**src/rtl/fpnew_pkg.sv**
```systemverilog
// Shared FP types: IEEE status flags and the lane-count helper used by the cast packer.
package fpnew_pkg;

  typedef struct packed {
    logic NV;
    logic DZ;
    logic OF;
    logic UF;
    logic NX;
  } status_t;

  function automatic int unsigned num_lanes(input int unsigned width, input int unsigned lane_width);
    return width / lane_width;
  endfunction

endpackage

```
**src/rtl/fpnew_cast_packer.sv**
```systemverilog
// Packs scalar cast results into a NaN-boxed SIMD word; word valid the cycle after its closing lane.
// Backpressure: in_ready_o falls in HOLD unless out_ready_i; FPNEW_PACKER_LANE_STATUS_EN adds lane_status_o.
module fpnew_cast_packer
  import fpnew_pkg::*;
#(
  parameter int unsigned Width    = 64,
  parameter int unsigned DstWidth = 16,
  parameter type         TagType  = logic,
  localparam int unsigned NumLanes = num_lanes(Width, DstWidth)
) (
  input  logic                clk_i,
  input  logic                rst_ni,
  input  logic [DstWidth-1:0] result_i,
  input  status_t             status_i,
  input  logic                extension_bit_i,
  input  TagType              tag_i,
  input  logic                last_i,
  input  logic                in_valid_i,
  output logic                in_ready_o,
  input  logic                flush_i,
  output logic [Width-1:0]    result_o,
  output status_t             status_o,
  output logic                extension_bit_o,
  output TagType              tag_o,
  output logic [NumLanes-1:0] lane_mask_o,
  output logic                out_valid_o,
  input  logic                out_ready_i,
`ifdef FPNEW_PACKER_LANE_STATUS_EN
  output status_t [NumLanes-1:0] lane_status_o,
`endif
  output logic                busy_o
);

  if ((Width % DstWidth) != 0 || NumLanes == 0) begin : g_bad_width
    $error("fpnew_cast_packer: Width must be a non-zero multiple of DstWidth");
  end

  localparam int unsigned CntW = (NumLanes > 1) ? $clog2(NumLanes) : 1;
  localparam logic [CntW-1:0] LastLane = CntW'(NumLanes - 1);

  typedef enum logic {FILL, HOLD} state_e;

  state_e              state_q, state_d;
  logic [CntW-1:0]     cnt_q, cnt_d;
  logic [Width-1:0]    result_q, result_d;
  status_t             status_q, status_d;
  logic                ext_q, ext_d;
  TagType              tag_q, tag_d;
  logic [NumLanes-1:0] mask_q, mask_d;
  logic [CntW-1:0]     lane_idx;
  logic                in_accept;
`ifdef FPNEW_PACKER_LANE_STATUS_EN
  status_t [NumLanes-1:0] lane_status_q, lane_status_d;
`endif

  assign in_ready_o = (state_q == FILL) | ((state_q == HOLD) & out_ready_i);
  assign in_accept  = in_valid_i & in_ready_o;

  always_comb begin
    state_d  = state_q;
    cnt_d    = cnt_q;
    result_d = result_q;
    status_d = status_q;
    ext_d    = ext_q;
    tag_d    = tag_q;
    mask_d   = mask_q;
`ifdef FPNEW_PACKER_LANE_STATUS_EN
    lane_status_d = lane_status_q;
`endif
    // A lane accepted while the previous word departs opens the next word at lane 0.
    lane_idx = (state_q == HOLD) ? '0 : cnt_q;

    if (flush_i) begin
      state_d  = FILL;
      cnt_d    = '0;
      result_d = '1;
      status_d = '0;
      ext_d    = 1'b1;
      tag_d    = '0;
      mask_d   = '0;
`ifdef FPNEW_PACKER_LANE_STATUS_EN
      lane_status_d = '0;
`endif
    end else begin
      if ((state_q == HOLD) && out_ready_i) begin
        state_d  = FILL;
        result_d = '1;
        status_d = '0;
        ext_d    = 1'b1;
        mask_d   = '0;
`ifdef FPNEW_PACKER_LANE_STATUS_EN
        lane_status_d = '0;
`endif
      end
      if (in_accept) begin
        result_d[lane_idx*DstWidth +: DstWidth] = result_i;
        status_d         = status_d | status_i;
        ext_d            = ext_d & extension_bit_i;
        mask_d[lane_idx] = 1'b1;
`ifdef FPNEW_PACKER_LANE_STATUS_EN
        lane_status_d[lane_idx] = status_i;
`endif
        if (lane_idx == '0) tag_d = tag_i;
        if ((lane_idx == LastLane) || last_i) begin
          state_d = HOLD;
          cnt_d   = '0;
        end else begin
          state_d = FILL;
          cnt_d   = lane_idx + 1'b1;
        end
      end
    end
  end

  always_ff @(posedge clk_i or negedge rst_ni) begin
    if (!rst_ni) begin
      state_q  <= FILL;
      cnt_q    <= '0;
      result_q <= '1;
      status_q <= '0;
      ext_q    <= 1'b1;
      tag_q    <= '0;
      mask_q   <= '0;
`ifdef FPNEW_PACKER_LANE_STATUS_EN
      lane_status_q <= '0;
`endif
    end else begin
      state_q  <= state_d;
      cnt_q    <= cnt_d;
      result_q <= result_d;
      status_q <= status_d;
      ext_q    <= ext_d;
      tag_q    <= tag_d;
      mask_q   <= mask_d;
`ifdef FPNEW_PACKER_LANE_STATUS_EN
      lane_status_q <= lane_status_d;
`endif
    end
  end

  assign result_o        = result_q;
  assign status_o        = status_q;
  assign extension_bit_o = ext_q;
  assign tag_o           = tag_q;
  assign lane_mask_o     = mask_q;
  assign out_valid_o     = (state_q == HOLD);
  assign busy_o          = (cnt_q != '0) | (state_q == HOLD);
`ifdef FPNEW_PACKER_LANE_STATUS_EN
  assign lane_status_o   = lane_status_q;
`endif

endmodule
```
**config.mk**
```make
export PLATFORM = sky130hd
export DESIGN_NAME = fpnew_cast_packer
export DESIGN_NICKNAME = d
export VERILOG_FILES = /design/src/rtl/fpnew_pkg.sv /design/src/rtl/fpnew_cast_packer.sv
export SDC_FILE = /design/constraint.sdc
export NUM_CORES = 1
export LEC_CHECK = 0
export ABC_AREA = 1
export BUFFER_PORTS_ARGS = -buffer_cell sky130_fd_sc_hd__buf_2
export CORE_MARGIN = 2
export CORE_UTILIZATION = 53
export CTS_CLUSTER_DIAMETER = 30
export DETAILED_ROUTE_END_ITERATION = 16
export HOLD_SLACK_MARGIN = 0.06
export PLACE_DENSITY_LB_ADDON = 0.05
export SYNTH_ARGS = -nofsm -noshare
export SYNTH_HDL_FRONTEND = slang
export SYNTH_SLANG_ARGS = --single-unit
```
**constraint.sdc**
```tcl
create_clock -name clk_i -period 5.2 [get_ports clk_i]
set_input_delay 1.04 -clock clk_i [delete_from_list [all_inputs] [get_ports clk_i]]
set_output_delay 1.04 -clock clk_i [all_outputs]
set_load 0.05 [all_outputs]
```
# ---- Word level (Yosys, flattened, before mapping)
# Index checks and enable logic that the tools add are counted.
dict set report word_totals {
  reg_bits 78
  inputBits 29
  output_inout_bits 78
  wordCells 65
}
dict set report op_classes {
  addsub 2
  order_cmp 2
  n_eq_ne 1
  shift 2
  n_mux 30
  bitwise 8
  reduce_logical 9
}
# op n
set op_table {}
lappend op_table {{$mux W64} 4}
lappend op_table {{$bwmux W64} 1}
lappend op_table {{$shift A16 B34 Y64 const A} 1}
lappend op_table {{$shiftx A16 B34 Y64} 1}
lappend op_table {{$neg A6 Y34} 1}
lappend op_table {{$mux W5} 4}
lappend op_table {{$mux W4} 4}
lappend op_table {{$mux W1} 12}
lappend op_table {{$mux W2} 4}
lappend op_table {{$reduce_bool A2 Y1} 3}
lappend op_table {{$or A5 B5 Y5} 1}
lappend op_table {{$or A4 B4 Y4} 1}
lappend op_table {{$and A1 B1 Y1} 3}
lappend op_table {{$lt A2 B3 Y1 const B} 1}
lappend op_table {{$reduce_bool A3 Y1} 1}
lappend op_table {{$add A2 B1 Y2 const B} 1}
lappend op_table {{$demux W1 S2} 1}
lappend op_table {{$eq A2 B2 Y1 const B} 1}
lappend op_table {{$ge A2 B1 Y1 const B} 1}
lappend op_table {{$logic_and A1 B1 Y1} 2}
lappend op_table {{$logic_not A2 Y1} 1}
lappend op_table {{$or A1 B1 Y1} 2}
lappend op_table {{$reduce_and A2 Y1} 1}
lappend op_table {{$logic_or A1 B1 Y1} 1}
lappend op_table {{$not A1 Y1} 1}

# ---- Longest topological paths before layout
dict set report depth {
  depth_word 8
  ltp_mapped 10
  ltp_nobuf 9
}

# ---- Least setup slack after synthesis
# No wires, ideal clock.
dict set report synth_path {
  path_kind {input -> output}
  start {input out_ready_i}
  end {output in_ready_o}
  arrival_ps 1269
  required_ps 4160
  path_slack_ps 2891
  stages 2
  path_buffers 0
  cell_sequence {inv_1 nand2_4}
}
dict set report synth_between {
  elab_chain_len 2
}
# element line
set synth_rtl {}
lappend synth_rtl {{start: declaration} fpnew_cast_packer.sv:27} ;# input logic out_ready_i,
lappend synth_rtl {{$and A1 B1 Y1} fpnew_cast_packer.sv:56} ;# assign in_ready_o = (state_q == FILL) | ((state_q == HOLD) & out_ready_i);
lappend synth_rtl {{$or A1 B1 Y1} fpnew_cast_packer.sv:56}
lappend synth_rtl {{end: declaration} fpnew_cast_packer.sv:19} ;# output logic in_ready_o,
# No other way between the ends.

# ---- Final worst setup path
# Ends and elaborated chain as after synthesis.

==> results.json <==
{
  "crit_required_ns": 4.16,
  "peakVddDrop_mv": 0.1278,
  "start_util": 0.5408,
  "final-setup-viol-count": 0,
  "drt_pass1_iterations": 5,
  "cts_max_level": 3,
  "status": "complete, no violations",
  "cts_buffers": 9,
  "place_area_sq_um": 4921,
  "die_area_sq_um": 9045,
  "cts.sinks": 78,
  "finClkSkew_ns": 0.008520,
  "clk_pin_slew_ns": 0.07,
  "slew_viol_final": 0,
  "max_freq_mhz": 379.8,
  "yosysTopAreaCell": "dfstp_2",
  "min_period_over_period": 0.5063,
  "num_io_pins": 107,
  "drt_iter0_drc": 270,
  "ys_types": 21,
  "cts.repair.resized": 0,
  "die_y_um": 95.11,
  "antenna_found_initial": 0,
  "grt_setup_unrepaired": "false",
  "cts_hold_buf": 0,
  "syn_inst": 626,
  "synth_area_sq_um": 4399,
  "die_x_um": 95.11,
  "grt_pass1_wl_mm": 18.39,
  "grt_overflow": 0,
  "cts_tree": "done",
  "core_sq_um": 8134,
  "ant_nets": 0,
  "start_kind": "input pin",
  "antenna_cells": 0,
  "synth_nets": 663,
  "dp_hpwl_mm": 7.563,
  "clockBufferDepth": 2,
  "leakage_nw": 2.828,
  "synthTopCellsByArea": "dfstp_2, nand2_1, inv_1",
  "gp_congestion": 0.8356,
  "worstMarginPinSlew_ns": 1.077,
  "port-buffer-count": 106,
  "ys_seq_area_frac": 0.4622,
  "drc_errors": 0,
  "wire_per_inst_um": 13.76,
  "synth_top_area_frac": 0.3882,
  "yosys_warnings": 0,
  "fin_area_sq_um": 5165,
  "crit_path_end_kind": "primary output",
  "fp-row-count": 33,
  "tns_ns": 0,
  "avgSynthCellArea_sq_um": 7.028,
  "areaGrowthSynthToFinish_pct": 17.41,
  "via_count": 4102,
  "slew_headroom": 0.2821,
  "grt_usage": 0.2592,
  "clock_latency_ns": 0.36,
  "drive_gt1_frac": 0.2869,
  "viasPerCell": 4.984,
  "finalHoldViolCount": 0,
  "min_period_ns": 2.633,
  "drv_cap": 0,
  "power.density_nw_per_um2": 288.2,
  "nets": 750,
  "power.total_w": 0.001489,
  "synth_seq_cells": 78,
  "grt_pass1_vias": 3876,
  "hp-class": "register to register",
  "cp_max_fo": 9,
  "path_class": "input pin to primary output",
  "cts_root_buf": "clkbuf_8",
  "grt_max_degree": 75,
  "cp.arrival_ns": 1.59,
  "routed_wl_mm": 11.32,
  "post_cts_buffers": 0
}
## kinds of logic after synthesis
family,count (synthesis),share of synthesized area
buffers and inverters,128,0.1186
DFF,78,0.4622
AOI/OAI and AO/OA,37,0.04238
adders and majority gates,8,0.02275
and+or+nand+nor,375,0.3541
## layer usage
metal / global-route usage / wire length, um / up-vias
li1: - / - / 2044
met1: 0.3608 / 5197 / 1900
met2: 0.4067 / 5264 / 138
met3: 0.03794 / 634 / 20
met4: 0.1051 / 225 / 0
met5: 0 / 0 / -
## power by group
group / total [W] / switching (W) / internal (W)
clock: 0.000549 / 0.000223 / 0.000327
sequential: 0.000663 / 0.0000160 / 0.000647
combinational: 0.000276 / 0.000213 / 0.0000623
total: 0.00149 / 0.000452 / 0.00104
## per-stage QoR
| step | hold slack (ns) | setup WS, ns | instances | util |
|---|---|---|---|---|
| CTS | 0.4859 | 2.566 | 823 | 0.6350 |
| floorplan | 0.4419 | 2.891 | 626 | - |
| finish | 0.4839 | 2.567 | 823 | 0.6350 |
| detailed placement | 0.4683 | 2.505 | 807 | 0.6050 |
| global route | 0.5225 | 2.506 | 823 | 0.6350 |
| global placement | 0.4599 | 2.537 | 807 | 0.6050 |
## area by class of cell
class	count	area, sq um
clock buffer	14	183.9
clock inverter	2	60.06
fill	768	2969
inverter	95	356.6
multi-input combinational	420	1847
sequential	78	2033
tap	105	131.4
timing repair buffer	109	553.0
## Yosys cell counts (all sizes together)
| cell type | number |
|---|---|
| nand2 | 241 |
| inv | 94 |
| nor2 | 70 |
| dfstp | 65 |
| nand3 | 63 |
| a21oi | 35 |
| buf | 24 |
| dfrtp | 13 |
| clkbuf | 9 |
| ha | 8 |
| clkinv | 1 |
| nor3 | 1 |
| o21ai | 1 |
| o22ai | 1 |
## flip-flops by register name, summed over array words and instances (netlist names)
| signal | cells |
|---|---|
| status_o | 5 |
| lane_mask_o | 4 |
| tag_o | 1 |
| result_o | 64 |
| out_valid_o | 1 |
| extension_bit_o | 1 |
| cnt_q | 2 |
## worst paths after layout
| kind | from | end | slack [ns] | depth (start not counted) |
|---|---|---|---|---|
| max reg2reg | out_valid_o | result_o[57] | 2.90 | 8 |
| min in group asynchronous | rst_ni | status_o[1] | 0.88 | 1 |
| max in group asynchronous | rst_ni | result_o[6] | 3.28 | 2 |
| max | out_ready_i | in_ready_o | 2.57 | 4 |
| min | cnt_q[1] | cnt_q[1] | 0.48 | 2 |
| min reg2reg | cnt_q[1] | cnt_q[1] | 0.48 | 2 |
## layout by cell type (no fill, tap or decap), types with 3 or more instances in the layout
cell and count:
ha_1 8, buf_4 3, inv_1 89, nor2_1 66, nand3_2 4, a21oi_1 35, inv_2 5, nand2_1 238
dfstp_2 65, dfrtp_1 13, buf_2 106, nor2_2 4, nand3_1 57, clkbuf_8 11
## critical path, cell delays in order
cell and delay [ns]:
buf_2 0.09, inv_1 0.06, nand2_4 0.11, buf_2 0.28
Note: power is estimated with default switching activity, not from simulation.
